### config.mk
export PLATFORM = sky130hd
export DESIGN_NAME = rf_access_ctrl
export DESIGN_NICKNAME = d
export VERILOG_FILES = /design/src/rtl/rf_access_pkg.sv /design/src/rtl/rf_access_ctrl.sv
export SDC_FILE = /design/constraint.sdc
export NUM_CORES = 1
export LEC_CHECK = 0
export BUFFER_PORTS_ARGS = -buffer_cell sky130_fd_sc_hd__buf_2
export CAP_MARGIN = 15
export CORE_MARGIN = 5
export CORE_UTILIZATION = 44
export CTS_BUF_LIST = sky130_fd_sc_hd__clkbuf_4
export DETAILED_ROUTE_END_ITERATION = 8
export PLACE_DENSITY = 0.84
export SYNTH_ARGS = -nofsm -noshare
export SYNTH_HDL_FRONTEND = slang
export SYNTH_SLANG_ARGS = --single-unit
### constraint.sdc
create_clock -name clk -period 1.2 [get_ports clk]
set_input_delay 0.12 -clock clk [delete_from_list [all_inputs] [get_ports clk]]
set_output_delay 0.12 -clock clk [all_outputs]
set_load 0.03 [all_outputs]
### src/rtl/rf_access_pkg.sv
// Shared defaults, x0 address and FSM encoding for the register-file access sequencer.
package rf_access_pkg;

   localparam int unsigned RF_XLEN = 32;
   localparam int unsigned RF_AW   = 5;

   localparam logic [4:0] X0_ADDR = 5'd0;

   typedef enum logic [1:0] {
      IDLE  = 2'd0,
      READ  = 2'd1,
      WRITE = 2'd2,
      RESP  = 2'd3
   } rf_state_e;

endpackage

### src/rtl/rf_access_ctrl.sv
// Register-file access sequencer: one read-then-optional-write transaction at a time.
// Build option RF_X0_GUARD_EN: skip writes to x0 and return zero for x0 reads.
module rf_access_ctrl
   import rf_access_pkg::*;
#(
   parameter int unsigned XLEN = RF_XLEN,
   parameter int unsigned AW   = RF_AW
) (
   input  logic            clk,
   input  logic            rst,
   input  logic            req_valid,
   output logic            req_ready,
   input  logic [AW-1:0]   req_rs1,
   input  logic [AW-1:0]   req_rs2,
   input  logic [AW-1:0]   req_rd,
   input  logic            req_wen,
   input  logic [XLEN-1:0] req_wdata,
   output logic            rsp_valid,
   input  logic            rsp_ready,
   output logic [XLEN-1:0] rsp_rs1_data,
   output logic [XLEN-1:0] rsp_rs2_data,
   output logic            rf_we,
   output logic            rf_re,
   output logic [AW-1:0]   rf_rw_addr,
   output logic [AW-1:0]   rf_rd1_addr,
   output logic [XLEN-1:0] rf_wdata,
   input  logic [XLEN-1:0] rf_rd1,
   input  logic [XLEN-1:0] rf_rd2
);

   rf_state_e       r_state;
   rf_state_e       w_state_nxt;
   logic [AW-1:0]   r_rd;
   logic            r_wen;
   logic [XLEN-1:0] r_wdata;
   logic            w_accept;
   logic            w_do_write;
   logic [XLEN-1:0] w_rs1_data;
   logic [XLEN-1:0] w_rs2_data;

   // State register.
   always_ff @(posedge clk) begin
      if (rst) r_state <= IDLE;
      else     r_state <= w_state_nxt;
   end

   // Next state; rf_rw_addr/rf_rd1_addr hold the captured rs1/rs2 while in READ.
   always_comb begin
      w_state_nxt = r_state;
      w_accept    = req_valid && req_ready;
      w_do_write  = r_wen;
      w_rs1_data  = rf_rd1;
      w_rs2_data  = rf_rd2;
`ifdef RF_X0_GUARD_EN
      if (r_rd == AW'(X0_ADDR))        w_do_write = 1'b0;
      if (rf_rw_addr == AW'(X0_ADDR))  w_rs1_data = '0;
      if (rf_rd1_addr == AW'(X0_ADDR)) w_rs2_data = '0;
`endif
      case (r_state)
         IDLE:    if (w_accept) w_state_nxt = READ;
         READ:    w_state_nxt = w_do_write ? WRITE : RESP;
         WRITE:   w_state_nxt = RESP;
         RESP:    if (rsp_ready) w_state_nxt = IDLE;
         default: w_state_nxt = IDLE;
      endcase
   end

   // Registered outputs and holding registers, all derived from the next state.
   always_ff @(posedge clk) begin
      if (rst) begin
         req_ready    <= 1'b1;
         rsp_valid    <= 1'b0;
         rf_re        <= 1'b0;
         rf_we        <= 1'b0;
         rf_rw_addr   <= '0;
         rf_rd1_addr  <= '0;
         rf_wdata     <= '0;
         rsp_rs1_data <= '0;
         rsp_rs2_data <= '0;
         r_rd         <= '0;
         r_wen        <= 1'b0;
         r_wdata      <= '0;
      end else begin
         req_ready <= (w_state_nxt == IDLE);
         rsp_valid <= (w_state_nxt == RESP);
         rf_re     <= (w_state_nxt == READ);
         rf_we     <= (w_state_nxt == WRITE);
         if (r_state == IDLE && w_accept) begin
            rf_rw_addr  <= req_rs1;
            rf_rd1_addr <= req_rs2;
            r_rd        <= req_rd;
            r_wen       <= req_wen;
            r_wdata     <= req_wdata;
         end
         if (r_state == READ) begin
            rsp_rs1_data <= w_rs1_data;
            rsp_rs2_data <= w_rs2_data;
            if (w_do_write) begin
               rf_rw_addr <= r_rd;
               rf_wdata   <= r_wdata;
            end
         end
      end
   end

endmodule

=== Word level (Yosys, flattened, before mapping) ===
Cells that the tools add are included.

* Bits in registers: 150
* Bits in latches: 0
* Memory bits (writable): 0
* ROM bits: 0
* Bits of input ports: 116
* Output and inout bits: 110
* Word-level logic and storage cells: 31
* Memories: 0

* $add $sub $neg: 0
* Multiply operators: 0
* Divide/modulo/power cells: 0
* $lt $le $gt $ge: 0
* Equal/unequal tests: 6
* Shift-type cells: 0
* Muxes and demuxes: 7
* Bitwise operators: 0
* Reduce and logical (&&, ||, !) cells: 5

{| class="wikitable"
|+ Operators by type and width
! kind !! number
|-
| two-way mux 5 bit || 3
|-
| == test 2 bit (second input constant) || 4
|-
| case mux 2 bit (4 select lines) || 1
|-
| == test 2 x 1 -> 1 bit (second input constant) || 2
|-
| zero test 2 bit || 2
|-
| two-way mux 2 bit || 2
|-
| logical AND 1 bit || 2
|-
| AND reduction 2 bit || 1
|-
| two-way mux 1 bit || 1
|}

=== Longest topological paths before layout ===
* Depth in word-level cells: 5
* Mapped depth: 6
* Depth with buffers taken out: 3

=== Worst setup path after synthesis ===
OpenSTA, ideal clock, no wires.

* Path type: reg-to-reg
* Start point: register req_ready
* End point: register rf_rw_addr[0]
* Setup time: 0.088 ns
* Arrival: 1.175 ns
* Data required time: 1.112 ns
* Path slack: -0.063 ns
* Stages on the path, launching flop included: 5
* Clock period less this slack: 1.263 ns
* Cells stage by stage: dfxtp_1 -> and4bb_1 -> buf_6 -> nand2_1 -> a311oi_2

* Longest elaborated chain between the ends: 5

{| class="wikitable"
|+ RTL lines
! item !! line !! RTL
|-
| start, declared || rf_access_ctrl.sv:12 || <nowiki>output logic req_ready,</nowiki>
|-
| start signal, assigned || rf_access_ctrl.sv:84 || <nowiki>req_ready <= (w_state_nxt == IDLE);</nowiki>
|-
| logical AND 1 bit (*) || rf_access_ctrl.sv:50 || <nowiki>w_accept = req_valid && req_ready;</nowiki>
|-
| logical AND 1 bit (*) || rf_access_ctrl.sv:88 || <nowiki>if (r_state == IDLE && w_accept) begin</nowiki>
|-
| two-way mux 5 bit (*) || rf_access_ctrl.sv:88 ||
|-
| two-way mux 5 bit || rf_access_ctrl.sv:98 || <nowiki>if (w_do_write) begin</nowiki>
|-
| two-way mux 5 bit (*) || rf_access_ctrl.sv:95 || <nowiki>if (r_state == READ) begin</nowiki>
|-
| end signal, assigned || rf_access_ctrl.sv:89 || <nowiki>rf_rw_addr <= req_rs1;</nowiki>
|-
| end signal, assigned || rf_access_ctrl.sv:99 || <nowiki>rf_rw_addr <= r_rd;</nowiki>
|-
| end, declared || rf_access_ctrl.sv:24 || <nowiki>output logic [AW-1:0] rf_rw_addr,</nowiki>
|}

Every way passes the cells marked *; elsewhere a longest branch is shown, timed or not.
A chain may end at the register's enable or synchronous reset.

=== Final worst setup path ===
* Start point: register r_state[0]
* End point: register rsp_rs2_data[1]

* Longest elaborated chain between the ends: 1

{| class="wikitable"
|+ RTL lines
! item !! line !! RTL
|-
| start, declared || rf_access_ctrl.sv:31 || <nowiki>rf_state_e r_state;</nowiki>
|-
| start signal, assigned || rf_access_ctrl.sv:44 || <nowiki>else r_state <= w_state_nxt;</nowiki>
|-
| == test 2 x 1 -> 1 bit || rf_access_ctrl.sv:95 ||
|-
| end signal, assigned || rf_access_ctrl.sv:97 || <nowiki>rsp_rs2_data <= w_rs2_data;</nowiki>
|-
| end, declared || rf_access_ctrl.sv:21 || <nowiki>output logic [XLEN-1:0] rsp_rs2_data,</nowiki>
|}

Every way passes these cells.

==> impl_results.md <==
* Setup slack, reg-to-reg at -0.26 ns
* Combinational power share at 34.1%
* GRT overflow at 0
* Switching share of power at about a third
* WL per Instance at roughly 22 um
* Mapped Avg Cell Area at between 8 and 9 um^2
* Fillers at between 500 and 600
* RSZ-0062 raised after global routing: true
* Sequential power share at between 40 and 50%
* Arr. time, crit path at ~1.9 ns
* CTS tree: built
* Worst Reg2Reg Path Length in Cells at 6
* Final setup viols at roughly 150
* Net Count, Synth at 770
* 1st-pass router iterations at 8
* Power per cell area at 1380 nW/um^2
* Clk buf depth at 2
* CTS Sinks at 150
* Cell Area, Synth at approximately 5200 um^2
* Die X at roughly 120 um
* Vias at between 6000 and 7000
* Worst min-delay path class: primary input to register
* Vias in the first global route at about 6000
* Commonest non-fill, non-tap cell in the layout: nand2_1
* DP Area at roughly 6600 um^2
* Setup crit start: r_state[0]
* Detail Placement HPWL at approximately 10000 um
* CP Class: register to register
* H-tree levels at 4
* Synth area leaders: dfxtp_1 57%, nand2_1 21%, a21oi_1 13%
* Critical path startpoint category: register
* Yosys warns at 0
* Initial antenna violation count at 1
* Cts bufs inserted at 17
* Total power at approximately 13 mW
* FP Rows at 39
* Violated checks: negative setup slack
* IO Pins at ~230
* P_int at ~8.6 mW
* Hold slack at roughly 0.038 ns
* Outcome: finished with violations
* DRT iter0 DRCs at around 940
* Hold path depth at 4
* Clock Power Share at a little over a fifth
* Lkg Pwr at 3.99 nW
* Dpl cells at a little under 1000
* VDD IR-drop max at 0.948 mV
* CTS Root Buffer Type: clkbuf_4
* Core area at ~12000 um^2
* FMAX at slightly below 700 MHz
* Pre-CTS setup slack at -0.0962 ns
* Cells after Synth at between 600 and 700
* Crit path time final at about 1.5 ns
* Slew HR at 73.7%
* Core Util, Final at between 80% and 90%
* Net Switching at approximately 4.6 mW
* Final instance area at between 9000 and 10000 um^2
* Final worst setup slack at -0.259 ns
* Max-cap violations at 0
* Proportion of layout cells with a drive suffix above 1 at between 40% and 50%
* Drt drc at 0
* Post-synth top area share at around 57%
* Crit path capture: rsp_rs2_data[1]
* Final Hold Fails at 0
* Initial core utilization at about 45%
* Data required time of the critical path at 1.65 ns
* Final cell count without fillers at approximately 1200
* I/O Buffers at roughly 230
* Sequential share of the synthesized area at around 57%
* Synth Register Bits at 150
* Clock-pin transition on the worst setup and hold timing paths at 0.14 ns
* Final WL at ~26000 um
* Yosys cell types at 18
* Fin Setup TNS at -12.59 ns
* R2r endpoint: rsp_rs2_data[1]
* Post-synth top area cell: dfxtp_1
* Skew-Pair Late Insertion Delay at about 0.55 ns
* Die height at between 100 and 150 um
* Most frequent cells in the layout: 286 x nand2_1, 114 x buf_2, 113 x buf_6, 113 x dlygate4sd3_1, 108 x dfxtp_2
* Largest net degree at the start of global routing at 62
* Final Skew at about 0.020 ns
* First-pass GRT wire length at between 30000 and 40000 um
* Final Max Tran Viols at 0
* Worst slew pin tran at roughly 0.4 ns
* Die Area at between 10000 and 15000 um^2
* Nets at about 1100
* Layout area overhead at 83.2%
* Routed Antenna Nets at 0
* Global Route Usage Sum at slightly below 30%
* Worst r2r src: r_state[0]
* Crit path max fanout at 8
* GPL Wtd Cong at just under 0.8
* Vias/cell at between 5 and 6
* Critical Path End Type: register
* Final period util at 122%
-- state kept, by name, summed over array words and instances, names as in the netlist, 2 cells and up --
| signal | count |
|---|---|
| r_rd | 5 |
| r_wdata | 32 |
| rf_wdata | 32 |
| rf_rd1_addr | 5 |
| r_state | 2 |
| rsp_rs1_data | 32 |
| rf_rw_addr | 5 |
| rsp_rs2_data | 32 |
-- power groups by stage --
stage / combinational [mW] / clock, mW / sequential [mW]
2_1_floorplan: 1.15 / 0 / 6.33
6_report: 4.52 / 2.86 / 5.86
3_5_place_dp: 2.66 / 0 / 5.77
5_1_grt: 4.65 / 3.06 / 5.90
3_3_place_gp: 2.62 / 0 / 5.74
4_1_cts: 3.61 / 2.78 / 5.73
-- Yosys cell counts --
cell         n
nand2_1    288
dfxtp_1    150
a21oi_1    140
buf_2       27
clkbuf_1    16
nor2_1       9
a311oi_2     5
buf_6        5
buf_4        3
nor2b_1      2
o21ai_0      2
a21o_1       1
and3b_1      1
and4bb_1     1
nand2b_1     1
nand3_1      1
nand3b_1     1
nand4bb_1    1
-- area by class of cell --
cell class | count | area [um^2] | area share, %
repair buffers | 399 | 3880 | 40.4
flip-flops and latches | 150 | 3140 | 32.7
multi-input cells | 453 | 2180 | 22.7
well taps | 143 | 179 | 1.86
clock buffers | 19 | 143 | 1.48
clock inverters | 11 | 86.3 | 0.898
diodes | 1 | 2.50 | 0.0260
-- repair_timing --
item,CTS,global route
resized for setup,247,144
hold endpoints to repair,116,0
cloned,5,13
buffers inserted,5,17
hold buffers,113,0
endpoints found under the setup margin,241,244
pin swaps,1,10
-- worst max-delay path: stages, from the launching register on --
cell and delay (ns):
dfxtp_2 0.38, buf_4 0.14, nor2b_4 0.16, buf_12 0.17, clkbuf_16 0.17, nand2_1 0.09, a21oi_1 0.25
-- routing by layer --
layer  GRT usage [%]  vias up  share of wire, %
li1                -     2843                 -
met1            32.5     3078                33
met2            51.4      613                48
met3            9.43      164                12
met4            13.1        0               7.0
met5               0        -                 0
-- how the worst min path moves through the flow --
| stage | from | to | slack, ns |
|---|---|---|---|
| after floorplan | req_rd[0] | r_rd[0] | 0.26 |
| after global placement | req_wdata[8] | r_wdata[8] | 0.36 |
| after detailed placement | req_rd[2] | r_rd[2] | 0.37 |
| after CTS | req_valid | rf_re | 0.005 |
| after global routing | req_valid | rf_re | 0.009 |
| final | req_valid | rf_re | 0.04 |
-- kinds of logic after synthesis --
| family | Yosys count | synth area share [%] |
|---|---|---|
| AO/OA/AOI/OAI | 148 | 15.1 |
| AND/OR/NAND/NOR | 305 | 22.5 |
| flip-flops | 150 | 57.2 |
| buffers and inverters | 51 | 5.22 |
(Power assumes the default switching activity.)
